$ cat config.mk
export PLATFORM = sky130hd
export DESIGN_NAME = mul_share_ctrl_flat
export DESIGN_NICKNAME = d
export VERILOG_FILES = /design/src/rtl/mul_share_ctrl_pkg.sv /design/src/rtl/mul_share_ctrl_if.sv /design/src/rtl/mul_share_ctrl_rr_arbiter.sv /design/src/rtl/mul_share_ctrl.sv /design/src/flat_wrapper.sv
export SDC_FILE = /design/constraint.sdc
export NUM_CORES = 1
export LEC_CHECK = 0
export ABC_AREA = 1
export BUFFER_PORTS_ARGS = -buffer_cell sky130_fd_sc_hd__buf_2
export CAP_MARGIN = 40
export CORE_AREA = 2 2 354 356
export CTS_CLUSTER_SIZE = 16
export DETAILED_ROUTE_END_ITERATION = 16
export DIE_AREA = 0 0 356 358
export HOLD_SLACK_MARGIN = 0.02
export SKIP_CTS_REPAIR_TIMING = 1
export SLEW_MARGIN = 5
export SYNTH_ARGS = -nofsm -noshare
export SYNTH_HDL_FRONTEND = slang
export SYNTH_SLANG_ARGS = --single-unit
$ cat constraint.sdc
create_clock -name clk -period 6.71 [get_ports clk]
set_clock_uncertainty 0.1 [all_clocks]
set_input_delay 0.3355 -clock clk [delete_from_list [all_inputs] [get_ports clk]]
set_output_delay 0.3355 -clock clk [all_outputs]
set_load 0.1 [all_outputs]
$ cat src/rtl/mul_share_ctrl_pkg.sv
// mul_share_pkg: shared state encoding and default sizing for the multiplier-sharing controller
package mul_share_pkg;
  typedef enum logic [1:0] {IDLE, RUN, RESP} state_t;
  localparam int DEF_WIDTH = 64;
  localparam int DEF_TIMEOUT = 255;
  localparam int DEF_WD_W = $clog2(DEF_TIMEOUT + 1);
  function automatic int wd_width(input int timeout);
    return $clog2(timeout + 1);
  endfunction
endpackage

$ cat src/rtl/mul_share_ctrl_if.sv
// mul_share_ctrl_if: requester handshake and multiplier drive bundle; slave is the controller side
interface mul_share_ctrl_if #(
  parameter int N_REQ = 4,
  parameter int WIDTH = mul_share_pkg::DEF_WIDTH
);
  logic [N_REQ-1:0] req_valid;
  logic [N_REQ-1:0] req_ready;
  logic [N_REQ*WIDTH-1:0] req_multiplier;
  logic [N_REQ*WIDTH-1:0] req_multiplicand;
  logic [N_REQ-1:0] resp_valid;
  logic [N_REQ-1:0] resp_ready;
  logic [2*WIDTH-1:0] resp_result;
  logic resp_error;
  logic mul_op_start;
  logic mul_op_clear;
  logic [WIDTH-1:0] mul_multiplier;
  logic [WIDTH-1:0] mul_multiplicand;
  logic mul_op_done;
  logic [2*WIDTH-1:0] mul_result;
  modport slave (
    input req_valid, req_multiplier, req_multiplicand, resp_ready, mul_op_done, mul_result,
    output req_ready, resp_valid, resp_result, resp_error,
    output mul_op_start, mul_op_clear, mul_multiplier, mul_multiplicand
  );
  modport master (
    output req_valid, req_multiplier, req_multiplicand, resp_ready, mul_op_done, mul_result,
    input req_ready, resp_valid, resp_result, resp_error,
    input mul_op_start, mul_op_clear, mul_multiplier, mul_multiplicand
  );
endinterface

$ cat src/rtl/mul_share_ctrl_rr_arbiter.sv
// rr_arbiter: combinational round-robin pick of the first request at or after ptr, with wrap
module rr_arbiter #(
  parameter int N = 4,
  localparam int IW = $clog2(N)
) (
  input  logic [N-1:0]  req,
  input  logic [IW-1:0] ptr,
  output logic [N-1:0]  grant,
  output logic [IW-1:0] idx,
  output logic          any
);
  logic [IW-1:0] j;
  // scanning downward lets the slot nearest ptr overwrite farther ones
  always_comb begin
    grant = '0;
    idx = '0;
    any = 1'b0;
    j = '0;
    for (int k = N - 1; k >= 0; k--) begin
      j = IW'((int'(ptr) + k) % N);
      if (req[j]) begin
        grant = N'(1) << j;
        idx = j;
        any = 1'b1;
      end
    end
  end
endmodule

$ cat src/rtl/mul_share_ctrl.sv
// mul_share_ctrl: round-robin sharing of one multiplier among N_REQ requesters with a RUN watchdog
module mul_share_ctrl
  import mul_share_pkg::*;
#(
  parameter int N_REQ = 4,
  parameter int WIDTH = DEF_WIDTH,
  parameter int TIMEOUT = DEF_TIMEOUT
) (
  input logic clk,
  input logic reset,
  mul_share_ctrl_if.slave bus
);
  localparam int IW = $clog2(N_REQ);
  localparam int WD_W = wd_width(TIMEOUT);
  state_t state;
  logic [IW-1:0] ptr;
  logic [IW-1:0] gnt;
  logic [WD_W-1:0] wd;
  logic [N_REQ-1:0] win;
  logic [IW-1:0] win_idx;
  logic any;
  logic [WIDTH-1:0] a_slot [N_REQ];
  logic [WIDTH-1:0] b_slot [N_REQ];
  for (genvar i = 0; i < N_REQ; i++) begin : g_slot
    assign a_slot[i] = bus.req_multiplier[i*WIDTH +: WIDTH];
    assign b_slot[i] = bus.req_multiplicand[i*WIDTH +: WIDTH];
  end
  rr_arbiter #(.N(N_REQ)) u_arb (
    .req  (bus.req_valid),
    .ptr  (ptr),
    .grant(win),
    .idx  (win_idx),
    .any  (any)
  );
  assign bus.req_ready = (state == IDLE) ? win : '0;
  assign bus.resp_valid = (state == RESP) ? N_REQ'(1) << gnt : '0;
  assign bus.mul_op_start = state == RUN;
  assign bus.mul_op_clear = state != RUN;
  always_ff @(posedge clk) begin
    if (reset) begin
      state <= IDLE;
      ptr <= '0;
      gnt <= '0;
      wd <= '0;
      bus.mul_multiplier <= '0;
      bus.mul_multiplicand <= '0;
      bus.resp_result <= '0;
      bus.resp_error <= 1'b0;
    end else begin
      case (state)
        IDLE: if (any) begin
          bus.mul_multiplier <= a_slot[win_idx];
          bus.mul_multiplicand <= b_slot[win_idx];
          gnt <= win_idx;
          ptr <= (win_idx == IW'(N_REQ - 1)) ? '0 : win_idx + IW'(1);
          wd <= '0;
          state <= RUN;
        end
        RUN: begin
          wd <= wd + 1'b1;
          if (bus.mul_op_done) begin
            bus.resp_result <= bus.mul_result;
            bus.resp_error <= 1'b0;
            state <= RESP;
          end else if (wd == WD_W'(TIMEOUT - 1)) begin
            bus.resp_result <= '0;
            bus.resp_error <= 1'b1;
            state <= RESP;
          end
        end
        RESP: if (bus.resp_ready[gnt]) state <= IDLE;
        default: state <= IDLE;
      endcase
    end
  end
endmodule

$ cat src/flat_wrapper.sv
// flat-port wrapper written by rule: the top's interface ports become plain ports
module mul_share_ctrl_flat import mul_share_pkg::*;
#(
  parameter int N_REQ = 4,
  parameter int WIDTH = DEF_WIDTH,
  parameter int TIMEOUT = DEF_TIMEOUT
)
  (clk, reset, bus_req_valid, bus_req_multiplier, bus_req_multiplicand, bus_resp_ready, bus_mul_op_done, bus_mul_result, bus_req_ready, bus_resp_valid, bus_resp_result, bus_resp_error, bus_mul_op_start, bus_mul_op_clear, bus_mul_multiplier, bus_mul_multiplicand);
  mul_share_ctrl_if #(.N_REQ(N_REQ), .WIDTH(WIDTH)) bus_i ();
  input logic clk;
  input logic reset;
  input wire logic [$bits(bus_i.req_valid)-1:0] bus_req_valid;
  input wire logic [$bits(bus_i.req_multiplier)-1:0] bus_req_multiplier;
  input wire logic [$bits(bus_i.req_multiplicand)-1:0] bus_req_multiplicand;
  input wire logic [$bits(bus_i.resp_ready)-1:0] bus_resp_ready;
  input wire logic [$bits(bus_i.mul_op_done)-1:0] bus_mul_op_done;
  input wire logic [$bits(bus_i.mul_result)-1:0] bus_mul_result;
  output wire logic [$bits(bus_i.req_ready)-1:0] bus_req_ready;
  output wire logic [$bits(bus_i.resp_valid)-1:0] bus_resp_valid;
  output wire logic [$bits(bus_i.resp_result)-1:0] bus_resp_result;
  output wire logic [$bits(bus_i.resp_error)-1:0] bus_resp_error;
  output wire logic [$bits(bus_i.mul_op_start)-1:0] bus_mul_op_start;
  output wire logic [$bits(bus_i.mul_op_clear)-1:0] bus_mul_op_clear;
  output wire logic [$bits(bus_i.mul_multiplier)-1:0] bus_mul_multiplier;
  output wire logic [$bits(bus_i.mul_multiplicand)-1:0] bus_mul_multiplicand;
  assign bus_i.req_valid = bus_req_valid;
  assign bus_i.req_multiplier = bus_req_multiplier;
  assign bus_i.req_multiplicand = bus_req_multiplicand;
  assign bus_i.resp_ready = bus_resp_ready;
  assign bus_i.mul_op_done = bus_mul_op_done;
  assign bus_i.mul_result = bus_mul_result;
  assign bus_req_ready = bus_i.req_ready;
  assign bus_resp_valid = bus_i.resp_valid;
  assign bus_resp_result = bus_i.resp_result;
  assign bus_resp_error = bus_i.resp_error;
  assign bus_mul_op_start = bus_i.mul_op_start;
  assign bus_mul_op_clear = bus_i.mul_op_clear;
  assign bus_mul_multiplier = bus_i.mul_multiplier;
  assign bus_mul_multiplicand = bus_i.mul_multiplicand;
  mul_share_ctrl #(.N_REQ(N_REQ), .WIDTH(WIDTH), .TIMEOUT(TIMEOUT)) u_core (.clk(clk), .reset(reset), .bus(bus_i));
endmodule
# Yosys cells after proc, flatten, opt, wreduce, memory -nomap -nowiden
# Cells that the tools add are included.
# word_totals
register_bits	271
out_inout_bits	267
# op_classes
addsub	5
n_lt_le_gt_ge	6
n_eq_ne	8
n_shift	5
mux	42
bitwise_logic	1
reduce_logical	7
# ops
operator	n
binary-select mux 64 bit (select 2 bit)	2
2-to-1 mux 128 bit	2
2-to-1 mux 64 bit	4
2-to-1 mux 4 bit	6
<< shifter 1 x 2 -> 4 bit (first input constant)	5
2-to-1 mux 2 bit	9
one-hot mux 8 bit (2 select lines)	1
less-than comparator 2 x 3 -> 1 bit (second input constant)	5
2-to-1 mux 1 bit	11
binary-select mux 1 bit (select 2 bit)	5
adder 8 x 1 -> 8 bit (second input constant)	1
equality test 8 bit (second input constant)	1
2-to-1 mux 8 bit	1
one-hot mux 2 bit (3 select lines)	1
AND reduction 2 bit	3
adder 2 x 1 -> 2 bit (second input constant)	2
adder 2 bit (second input constant)	2
equality test 2 bit (second input constant)	2
inequality test 2 x 1 -> 1 bit (second input constant)	2
nonzero test 2 bit	2
>= comparator 3 bit (second input constant)	1
inequality test 3 x 2 -> 1 bit (second input constant)	1
inverter 2 -> 3 bit	1
AND reduction 3 bit	1
3 further kinds	3

# Longest topological paths before layout
# Gate-level depths: netlist of the first run.
# logic_depth
ltp_word	11
depth_mapped	18
mapped_depth_nobuf	15

# Hierarchy
# From an unflattened synthesis of the first run, not the netlist that was laid out.
# hier_totals
cells_unflattened	2297
hier_area_um2	14456.4
# modules_own_cells
module	n_inst	cells_each	area_each_um2
mul_share_ctrl	1	2210	13940.9
rr_arbiter	1	87	515.5

# Least setup slack after synthesis of the first run
# No wires, ideal clock.
# synth_timing
kind	flip-flop to output port
startpoint	register u_core.ptr[0]
endpoint	output port bus_req_ready[3]
arrival_ns	2.876
path_slack_ns	3.398
path_stages_with_launch	10
path_cell_list	dfxtp_1 -> buf_6 -> inv_4 -> ha_1 -> inv_1 -> nand3_1 -> nand3_1 -> o21ai_0 -> o211ai_1 -> a21oi_1
# synth_between
elab_chain_cells	8
elab_cells_between_ends	20
# synth_rtl
item	line	text
start: declaration	mul_share_ctrl.sv:16	logic [IW-1:0] ptr;
start signal: assignment	mul_share_ctrl.sv:55	ptr <= (win_idx == IW'(N_REQ - 1)) ? '0 : win_idx + IW'(1);
adder 2 bit	mul_share_ctrl_rr_arbiter.sv:20	j = IW'((int'(ptr) + k) % N);
binary-select mux 1 bit (select 2 bit)	mul_share_ctrl_rr_arbiter.sv:21	if (req[j]) begin
2-to-1 mux 1 bit (not written as such)	mul_share_ctrl_rr_arbiter.sv:21	
2-to-1 mux 4 bit (3 in a row)	mul_share_ctrl_rr_arbiter.sv:21	
2-to-1 mux 4 bit *	mul_share_ctrl_rr_arbiter.sv:21	
2-to-1 mux 4 bit *	mul_share_ctrl.sv:35	assign bus.req_ready = (state == IDLE) ? win : '0;
end: declaration	flat_wrapper.sv:18	output wire logic [$bits(bus_i.req_ready)-1:0] bus_req_ready;
# Every way passes the cells marked *; elsewhere a longest branch is shown, timed or not. The select of a mux whose other input is x is not followed.

# Final worst setup path of the first run
# layout_timing
startpoint	register u_core.ptr[0]
endpoint	register u_core.bus.mul_multiplier[58]
# layout_between
elab_chain_cells	11
elab_cells_between_ends	24
# layout_rtl
item	line	text
adder 2 bit	mul_share_ctrl_rr_arbiter.sv:20	
binary-select mux 1 bit (select 2 bit)	mul_share_ctrl_rr_arbiter.sv:21	
2-to-1 mux 1 bit (not written as such)	mul_share_ctrl_rr_arbiter.sv:21	
2-to-1 mux 2 bit (4 in a row)	mul_share_ctrl_rr_arbiter.sv:21	
inverter 2 -> 3 bit (not written as such)	mul_share_ctrl.sv:52	bus.mul_multiplier <= a_slot[win_idx];
binary-select mux 64 bit (select 2 bit)	mul_share_ctrl.sv:52	
2-to-1 mux 64 bit (not written as such) (2 in a row)	mul_share_ctrl.sv:52	
end signal: assignment	mul_share_ctrl.sv:52	
end: declaration	mul_share_ctrl_if.sv:23	output mul_op_start, mul_op_clear, mul_multiplier, mul_multiplicand
# Several ways; a longest one is shown, not always the timed one. The select of a mux whose other input is x is not followed.
# A chain may end at the register's enable or synchronous reset.

==> summary.txt, run 1 <==
Placement
  – Placer Congestion: around 0.93
  – Post-Place Cells: ~5,000
  – IO Port Bufs: 917
  – DP Wirelength: 63,700 um
  – Place WS: 2.35 ns

Global routing
  – First-pass GRT wire length: 115,000 um
  – Gr usage total: 12.0%
  – Overflow after GRT: 0
  – Maximum number of pins on one net before global-route repair: ~160
  – Vias in the first global route: 18,400
  – Initial antenna violation count: 37

Route
  – Metal-1 WL: about 35,000 um
  – Initial DRC count: 1,887
  – Routed wire per std cell: 16.2 um
  – Final WL: 86,400 um
  – Wire length on met3: 9350 um
  – Met2 Wirelength: approximately 39,000 um
  – 1st-pass router iterations: 6
  – Remaining DRCs: 0
  – Vias/cell: a little under 4
  – Number of nets with antenna violations after routing: 0
  – Highest metal used: met5
  – Vias: 20,900

Final layout
  – Layout cell share with drive strength beyond 1: 28.2%
  – Fillers: 13,900
  – Syn-to-layout area delta: 60.4%
  – Cell Count, Final, Fillers Out: 5,338
  – Final net count: 4,317

Clocking
  – Clk root buf: clkbuf_16
  – Sink Count: roughly 270
  – H-tree levels: 2
  – Reg clk slew, reported paths: 0.06 ns
  – Num CTS Buffers: 37
  – Clock Latency Late Sink: 0.57 ns
  – CTS tree: built
  – Clock Path Buffers: 3

Floorplan
  – Initial Util: 13.0%
  – Die width: approximately 360 um
  – # rows: 129
  – Core Region: 123,000 um^2
  – Die area: 127,000 um^2
  – Top Ports: slightly above 900
  – Die height: 358 um

Power and ir drop
  – Sequential Power Share: 16.9%
  – Net Switching: 0.00793 W
  – Comb pwr share: 67.5%
  – Leak pwr: 13.3 nW
  – Power Total: 0.0134 W
  – Power per cell area: ~520 nW/um^2
  – Peak supply drop: roughly 580 uV
  – Clock share of power: 15.5%
  – Pint: 0.00543 W
  – Switching share of total power: 59.4%

STA
  – Hold WS: -0.00190 ns
  – Crit path time final: around 5.1 ns
  – Setup TNS: 0 ns
  – PnR worst setup slack: 1.65 ns
  – Hold Vio Cnt, Final: 1
  – Final period util: 75.5%
  – FMAX: around 200 MHz
  – RSZ-0062 raised after global routing: false
  – Setup-failing EPs final: 0
  – Pin slew with the least headroom to its limit: 1.08 ns
  – Slew HR: 27.9%
  – Max Slew Vio Count: 0

Setup path
  – Worst R2R End: u_core.bus.mul_multiplier[58]$_SDFFE_PP0P_
  – Required @ worst endpoint: 7.14 ns
  – Buf/Inv on CP: 6
  – Worst path max stage delay: between 0.6 and 0.7 ns
  – Top Family by Delay on Critical Path: buffers and inverters
  – Worst path cell trace: inv_4 -> ha_1 -> inv_1 -> nand3_1 -> nand2_2 -> inv_4 -> o21ai_1 -> nand2_4 -> nand2_8 -> buf_12 -> nand2_1 -> nand3_1 -> dlygate4sd3_1 -> nand2_1 -> nor2_1 -> dlygate4sd3_1
  – CP startpoint kind: flip-flop
  – Worst setup startpoint: u_core.ptr[0]$_SDFFE_PP0P_
  – Maximum net fanout on the critical path: 163
  – CP Capture Type: flip-flop
  – R2R Setup Slk: 1.65 ns
  – Slowest CP cell: dfxtp_1
  – FF-to-FF Start: u_core.ptr[0]$_SDFFE_PP0P_
  – R2R cell count: 16
  – Setup Crit Path Kind: flip-flop to flip-flop
  – Worst EP arrival: 5.49 ns

Synth
  – Post-synthesis cell type count: 36
  – Yosys warns: 0
  – Post-synthesis sequential area ratio: 33.9%
  – Synthesized Nets: 3,282
  – Synth Area per Inst: about 6.1 um^2
  – Synth Instances: 2,621
  – #FFs+latches synth: 271
  – Post-synthesis cell area: 16,000 um^2

Min path
  – Hold path endpoint: u_core.bus.mul_multiplicand[25]$_SDFFE_PP0P_
  – Hold Crit Class: primary input to flip-flop
  – Hold depth: 5
  – Worst Min Path Start: bus_req_multiplicand[25]

Outcome
  – Failing checks: negative hold slack
  – Status: finished, violations left

Flow run
  – Max Cap Viol: 0
## synthesized netlist by cell type, drive strengths merged
cell,count,share of area [%]
a211oi,2,0.094
a21oi,148,4.6
a31oi,1,0.039
a41oi,1,0.055
buf,133,5.1
clkbuf,47,1.1
clkinv,1,0.023
dfxtp,271,34
ha,10,0.78
inv,367,8.6
nand2,744,18
nand3,349,11
nand3b,69,3.2
nand4,2,0.078
nor2,389,9.2
nor3,6,0.19
nor3b,60,3.4
nor4,1,0.039
o211ai,1,0.047
o21ai,14,0.51
o221ai,2,0.11
o22ai,2,0.078
or2,1,0.039
## how the worst max path moves through the flow
stage | endpoint | slack (ns) | depth (start not counted)
after global placement | u_core.bus.mul_multiplier[50]$_SDFFE_PP0P_ | 2.42 | 16
after detailed placement | u_core.bus.mul_multiplier[50]$_SDFFE_PP0P_ | 2.35 | 13
final | u_core.bus.mul_multiplier[58]$_SDFFE_PP0P_ | 1.65 | 16
after global routing | u_core.bus.mul_multiplier[58]$_SDFFE_PP0P_ | 1.31 | 19
after floorplan | bus_req_ready[3] | 3.40 | 9
after CTS | u_core.bus.mul_multiplier[50]$_SDFFE_PP0P_ | 2.34 | 13
## cell families (layout without fill, tap and decap cells)
group,count (synthesis),after routing,share of synthesized area (%)
AOI/OAI and AO/OA,171,171,5.56
adders and majority gates,10,10,0.782
buffers and inverters,548,1612,14.8
DFF,271,271,33.9
other,0,16,0
and+or+nand+nor,1621,1621,44.9
## sequential cells by signal, indices dropped and copies added (netlist names)
signal,cells
u_core.bus.mul_multiplicand,64
u_core.bus.mul_multiplier,64
u_core.bus.resp_error,1
u_core.bus.resp_result,128
u_core.gnt,2
u_core.ptr,2
u_core.state,2
u_core.wd,8
## metrics by stage
stage	util (%)	instance area, um^2
detailed placement	17.8	22000
CTS	18.8	23200
floorplan	-	16000
finish	20.8	25700
global placement	17.8	21900
global route	20.8	25700
## layout make-up
| class | count | area, um^2 | share of cell area, % |
|---|---|---|---|
| sequential | 271 | 5430 | 21.1 |
| tap | 1637 | 2050 | 7.98 |
| clock buffer | 52 | 1030 | 4.02 |
| timing repair buffer | 1176 | 7260 | 28.3 |
| clock inverter | 16 | 216 | 0.844 |
| inverter | 368 | 1390 | 5.40 |
| multi-input combinational | 1802 | 8250 | 32.1 |
| antenna | 16 | 40.0 | 0.156 |
## worst min-delay path, cell delays in order
cell	delay [ns]
buf_2	0.08
nand2_1	0.04
nand3_1	0.06
nand2_1	0.05
nor2_1	0.08
## placed cells by master (no fill, tap or decap), types with 4 or more instances in the layout
cell type      instances
nor3b_2               20
nand3b_1              69
nor3b_1               40
nand2_4                4
o21ai_0               12
buf_12                 8
nor3_1                 6
nor2_1               384
clkbuf_8               5
nand3_1              346
buf_2                917
ha_1                  10
buf_4                  9
inv_1                362
dfxtp_1              271
nor2_4                 4
a21oi_1              148
clkbuf_1              10
clkbuf_16             37
nand2_1              733
nand2_2                6
diode_2               16
clkinv_2               7
dlygate4sd3_1        240
## power groups by stage
stage          logic (W)  registers, W  clock network [W]
3_5_place_dp     0.00861       0.00229                  0
4_1_cts          0.00863       0.00226            0.00215
3_3_place_gp     0.00851       0.00228                  0
5_1_grt          0.00972       0.00231            0.00221
2_1_floorplan    0.00398       0.00494                  0
6_report         0.00903       0.00227            0.00207
## layer usage
| layer | vias up | track usage, % |
|---|---|---|
| li1 | 10100 | - |
| met4 | 20 | 5.25 |
| met3 | 191 | 4.66 |
| met5 | - | 0 |
| met2 | 978 | 18.5 |
| met1 | 9545 | 14.9 |
Power figures use the tool's default switching activity.
==> run 2, diff against run 1 <==
--- a/config.mk
+++ b/config.mk
@@ -5,13 +5,13 @@
 export SDC_FILE = /design/constraint.sdc
 export NUM_CORES = 1
 export LEC_CHECK = 0
-export ABC_AREA = 1
+export ABC_AREA = 0
 export BUFFER_PORTS_ARGS = -buffer_cell sky130_fd_sc_hd__buf_2
 export CAP_MARGIN = 40
-export CORE_AREA = 2 2 354 356
+export CORE_AREA = 2 2 358 360
 export CTS_CLUSTER_SIZE = 16
 export DETAILED_ROUTE_END_ITERATION = 16
-export DIE_AREA = 0 0 356 358
+export DIE_AREA = 0 0 360 362
 export HOLD_SLACK_MARGIN = 0.02
 export SKIP_CTS_REPAIR_TIMING = 1
 export SLEW_MARGIN = 5
==> constraint.sdc (replaced) <==
create_clock -name clk -period 4.5 [get_ports clk]
set_clock_uncertainty 0.1 [all_clocks]
set_input_delay 0.225 -clock clk [delete_from_list [all_inputs] [get_ports clk]]
set_output_delay 0.225 -clock clk [all_outputs]
set_load 0.1 [all_outputs]
==> run 2 against run 1 <==
Net effect: the run still ends with negative hold slack left; clock power up 55%; sequential share of layout area down 0.57 points; largest cell class is now buffers; maximum frequency up 14%; via count down 5.0%; critical endpoint is now u_core.bus.mul_multiplicand[27]$_SDFFE_PP0P_.
==> summary.txt, run 2 <==
Global routing
  – Met1 usage: 17.9% (was 14.9%)
  – Overflow after GRT: 0 (unchanged)
  – Gr usage total: 14.7% (was 12.0%)
  – GR peak layer: met2 (unchanged)
  – Grt met3 use: 5.34% (was 4.66%)
  – Initial antenna violation count: 58 (was 37)
  – First-pass GRT wire length: 136,000 um (was 115,000 um)
  – M2 GR Usage: 23.9% (was 18.5%)
  – Maximum number of pins on one net before global-route repair: 135 (was 164)
  – Vias in the first global route: 16,600 (was 18,400)

STA
  – Pin slew with the least headroom to its limit: 1.03 ns (was 1.08 ns)
  – Slew HR: 31.4% (was 27.9%)
  – Crit path time final: 4.44 ns (was 5.06 ns)
  – Final period util: 98.6% (was 75.5%)
  – Max Slew Vio Count: 0 (unchanged)
  – Setup-failing EPs final: 0 (unchanged)
  – Hold WS: -0.0141 ns (was -0.00190 ns)
  – Hold Vio Cnt, Final: 5 (was 1)
  – FMAX: 225 MHz (was 197 MHz)

Setup path
  – FF-to-FF Start: u_core.ptr[0]$_SDFFE_PP0P_ (unchanged)
  – CP startpoint kind: flip-flop (unchanged)
  – R2R cell count: 11 (was 16)
  – Critical Path Sink: u_core.bus.mul_multiplicand[27]$_SDFFE_PP0P_ (was u_core.bus.mul_multiplier[58]$_SDFFE_PP0P_)
  – Worst setup startpoint: u_core.ptr[0]$_SDFFE_PP0P_ (unchanged)
  – Worst R2R End: u_core.bus.mul_multiplicand[27]$_SDFFE_PP0P_ (was u_core.bus.mul_multiplier[58]$_SDFFE_PP0P_)
  – Setup Crit Path Kind: flip-flop to flip-flop (unchanged)
  – Worst EP arrival: 4.88 ns (was 5.49 ns)
  – CP Capture Type: flip-flop (unchanged)
  – Required @ worst endpoint: 4.95 ns (was 7.14 ns)
  – R2R Setup Slk: 0.06 ns (was 1.65 ns)
  – Maximum net fanout on the critical path: 50 (was 163)

Power and ir drop
  – Power per cell area: 621 nW/um^2 (was 521 nW/um^2)
  – Leak pwr: 11.6 nW (was 13.3 nW)
  – Peak supply drop: 495 uV (was 580 uV)
  – Power Total: 0.0164 W (was 0.0134 W)

Floorplan
  – Die area: 130,000 um^2 (was 127,000 um^2)
  – Die height: 362 um (was 358 um)
  – Top Ports: 918 (unchanged)
  – Initial Util: 11.2% (was 13.0%)
  – # rows: 131 (was 129)
  – Core Region: 127,000 um^2 (was 123,000 um^2)
  – Die width: 360 um (was 356 um)

Flow run
  – Max Cap Viol: 0 (unchanged)

Placement
  – DP Wirelength: 80,500 um (was 63,700 um)
  – Post-Place Cells: 4,130 (was 5,013)
  – Placed inst area: 20,800 um^2 (was 22,000 um^2)
  – IO Port Bufs: 917 (unchanged)
  – Placer Congestion: 0.918 (was 0.934)

Synth
  – Post-synthesis adder-cell area fraction: 0.883% (was 0.782%)
  – Post-synthesis cell type count: 58 (was 36)
  – Synth area leaders: dfxtp_1 (38%), nor2_1 (11%), mux2i_1 (9.5%), a22oi_1 (6.8%), or4_1 (6.8%) (was dfxtp_1 (34%), nand2_1 (17%), nand3_1 (11%), nor2_1 (9.1%), inv_1 (8.5%))
  – Most numerous cell in the Yosys netlist: nor2_1 (was nand2_1)
  – Cell taking the most area after synthesis: dfxtp_1 (unchanged)
  – Commonest cells in the synthesized netlist: nor2_1 (402), dfxtp_1 (271), clkbuf_1 (155), mux2i_1 (134), a22oi_1 (129) (was nand2_1 (733), nor2_1 (386), inv_1 (362), nand3_1 (346), dfxtp_1 (271))
  – EDFF count, synth: 0 (unchanged)
  – Top cell type's share of synthesized area: 38.3% (was 33.9%)
  – Yosys warns: 0 (unchanged)
  – Synth Area per Inst: 8.41 um^2 (was 6.10 um^2)
  – Post-Synth Simple-Gate Area: 22.8% (was 44.9%)
  – Post-synthesis cell area: 14,200 um^2 (was 16,000 um^2)
  – Compound-Gate Fraction of Synth Area: 22.3% (was 5.56%)
  – Post-synthesis mux area share: 10.2% (was 0%)
  – Most used DFF post-synth: dfxtp_1 (unchanged)
  – #FFs+latches synth: 271 (unchanged)
  – Largest family of logic cells by synthesized area: simple AND/OR/NAND/NOR gates (unchanged)
  – Synth Instances: 1,686 (was 2,621)
  – Synth Area in XOR/XNOR: 0.0618% (was 0%)
  – Synthesized Nets: 2,347 (was 3,282)
  – FFs w/ async S/R, synth: 0% (unchanged)
  – Post-synthesis sequential area ratio: 38.3% (was 33.9%)

Final layout
  – Max reg flops: 128 (unchanged)
  – Multi-input gate area: 8060 um^2 (was 8250 um^2)
  – Final instance area: 26,400 um^2 (was 25,700 um^2)
  – Layout cell share with drive strength beyond 1: 35.5% (was 28.2%)
  – Commonest non-fill, non-tap cell in the layout: buf_2 (unchanged)
  – Fillers: 14,000 (was 13,900)
  – Syn-to-layout area delta: 86.1% (was 60.4%)
  – Most flop-heavy register: u_core.bus.resp_result (unchanged)
  – Final net count: 3,597 (was 4,317)
  – Cell Count, Final, Fillers Out: 4,650 (was 5,338)
  – Commonest cells after routing, fill and taps aside: buf_2 (916), dlygate4sd3_1 (428), nor2_1 (401), dfxtp_1 (271), mux2i_1 (134) (was buf_2 (917), nand2_1 (733), nor2_1 (384), inv_1 (362), nand3_1 (346))
  – Seq. cell area: 5430 um^2 (unchanged)
  – Top flop regs: u_core.bus.resp_result: 128 flops, u_core.bus.mul_multiplicand: 64 flops, u_core.bus.mul_multiplier: 64 flops (unchanged)

Clocking
  – Clock Latency Late Sink: 0.61 ns (was 0.57 ns)
  – Num CTS Buffers: 38 (was 37)
  – Reg clk slew, reported paths: 0.06 ns (about the same)
  – CTS tree: built (unchanged)
  – Clk root buf: clkbuf_16 (unchanged)
  – Clock Path Buffers: 3 (unchanged)
  – Sink Count: 271 (unchanged)
  – H-tree levels: 2 (unchanged)

Route
  – Number of nets with antenna violations after routing: 0 (unchanged)
  – Vias/cell: 4.26 (was 3.91)
  – Initial DRC count: 1,931 (was 1,887)
  – Final WL: 109,000 um (was 86,400 um)
  – Vias: 19,800 (was 20,900)
  – Remaining DRCs: 0 (unchanged)
  – Routed wire per std cell: 23.4 um (was 16.2 um)
  – 1st-pass router iterations: 8 (was 6)

Outcome
  – Status: finished, violations left (unchanged)
  – Failing checks: negative hold slack (unchanged)

Min path
  – Hold Crit Class: primary input to flip-flop (unchanged)
==> run 2: critical path: stages (launching register included) <==
cell	delay [ns]
dfxtp_1	0.33
buf_4	0.25
mux4_2	0.61
nor4b_4	0.18
a311oi_4	0.35
o21ai_4	0.19
buf_12	0.22
buf_4	0.35
mux2i_1	0.16
dlygate4sd3_1	0.58
a211oi_1	0.28
dlygate4sd3_1	0.59
==> run 2: logic make-up after synthesis <==
family | after synthesis
and+or+nand+nor | 640
muxes | 141
xor gates and xnor gates | 1
DFF | 271
adders and majority gates | 10
buffers and inverters | 192
AOI/OAI and AO/OA | 431
==> run 2: cell type report <==
cell class	instances	share of cell area [%]
antenna	23	0.218
clock buffer	53	4.20
clock inverter	16	0.650
inverter	8	0.147
multi-input combinational	1223	30.6
sequential	271	20.6
tap	1662	7.88
timing repair buffer	1394	35.8
==> run 2: routing by layer <==
metal	up-vias	wire length, um
met1	9444	43200
met2	1174	50400
met3	294	10800
met5	-	299
met4	46	4240
li1	8857	-
==> run 2: how the worst min path moves through the flow <==
stage,startpoint,endpoint,slack [ns],cells after the start
2_1_floorplan,bus_mul_result[0],u_core.bus.resp_result[0]$_SDFFE_PP0P_,0.29,2
3_3_place_gp,u_core.bus.resp_error$_SDFFE_PP0P_,u_core.bus.resp_error$_SDFFE_PP0P_,0.34,2
3_5_place_dp,u_core.bus.resp_error$_SDFFE_PP0P_,u_core.bus.resp_error$_SDFFE_PP0P_,0.34,2
4_1_cts,bus_mul_result[89],u_core.bus.resp_result[89]$_SDFFE_PP0P_,-0.29,3
5_1_grt,bus_req_multiplier[53],u_core.bus.mul_multiplier[53]$_SDFFE_PP0P_,0.02,3
6_report,bus_req_multiplicand[109],u_core.bus.mul_multiplicand[45]$_SDFFE_PP0P_,-0.01,4
==> run 2: power by group <==
group / switching (W) / internal (W) / leakage [nW] / total [W]
logic: 0.00723 / 0.00268 / 8.75 / 0.00991
clock network: 0.00136 / 0.00184 / 0.624 / 0.00321
registers: 0.000339 / 0.00291 / 2.23 / 0.00325
total: 0.00893 / 0.00744 / 11.6 / 0.0164
==> run 2: through the flow <==
stage / util [%] / TNS [ns] / setup slack [ns]
after global placement: 16.3 / 0 / 1.02
after floorplan: - / 0 / 0.493
after CTS: 17.4 / 0 / 0.566
final: 20.8 / 0 / 0.0641
after global routing: 20.8 / -0.0765 / -0.0765
after detailed placement: 16.4 / 0 / 1.06
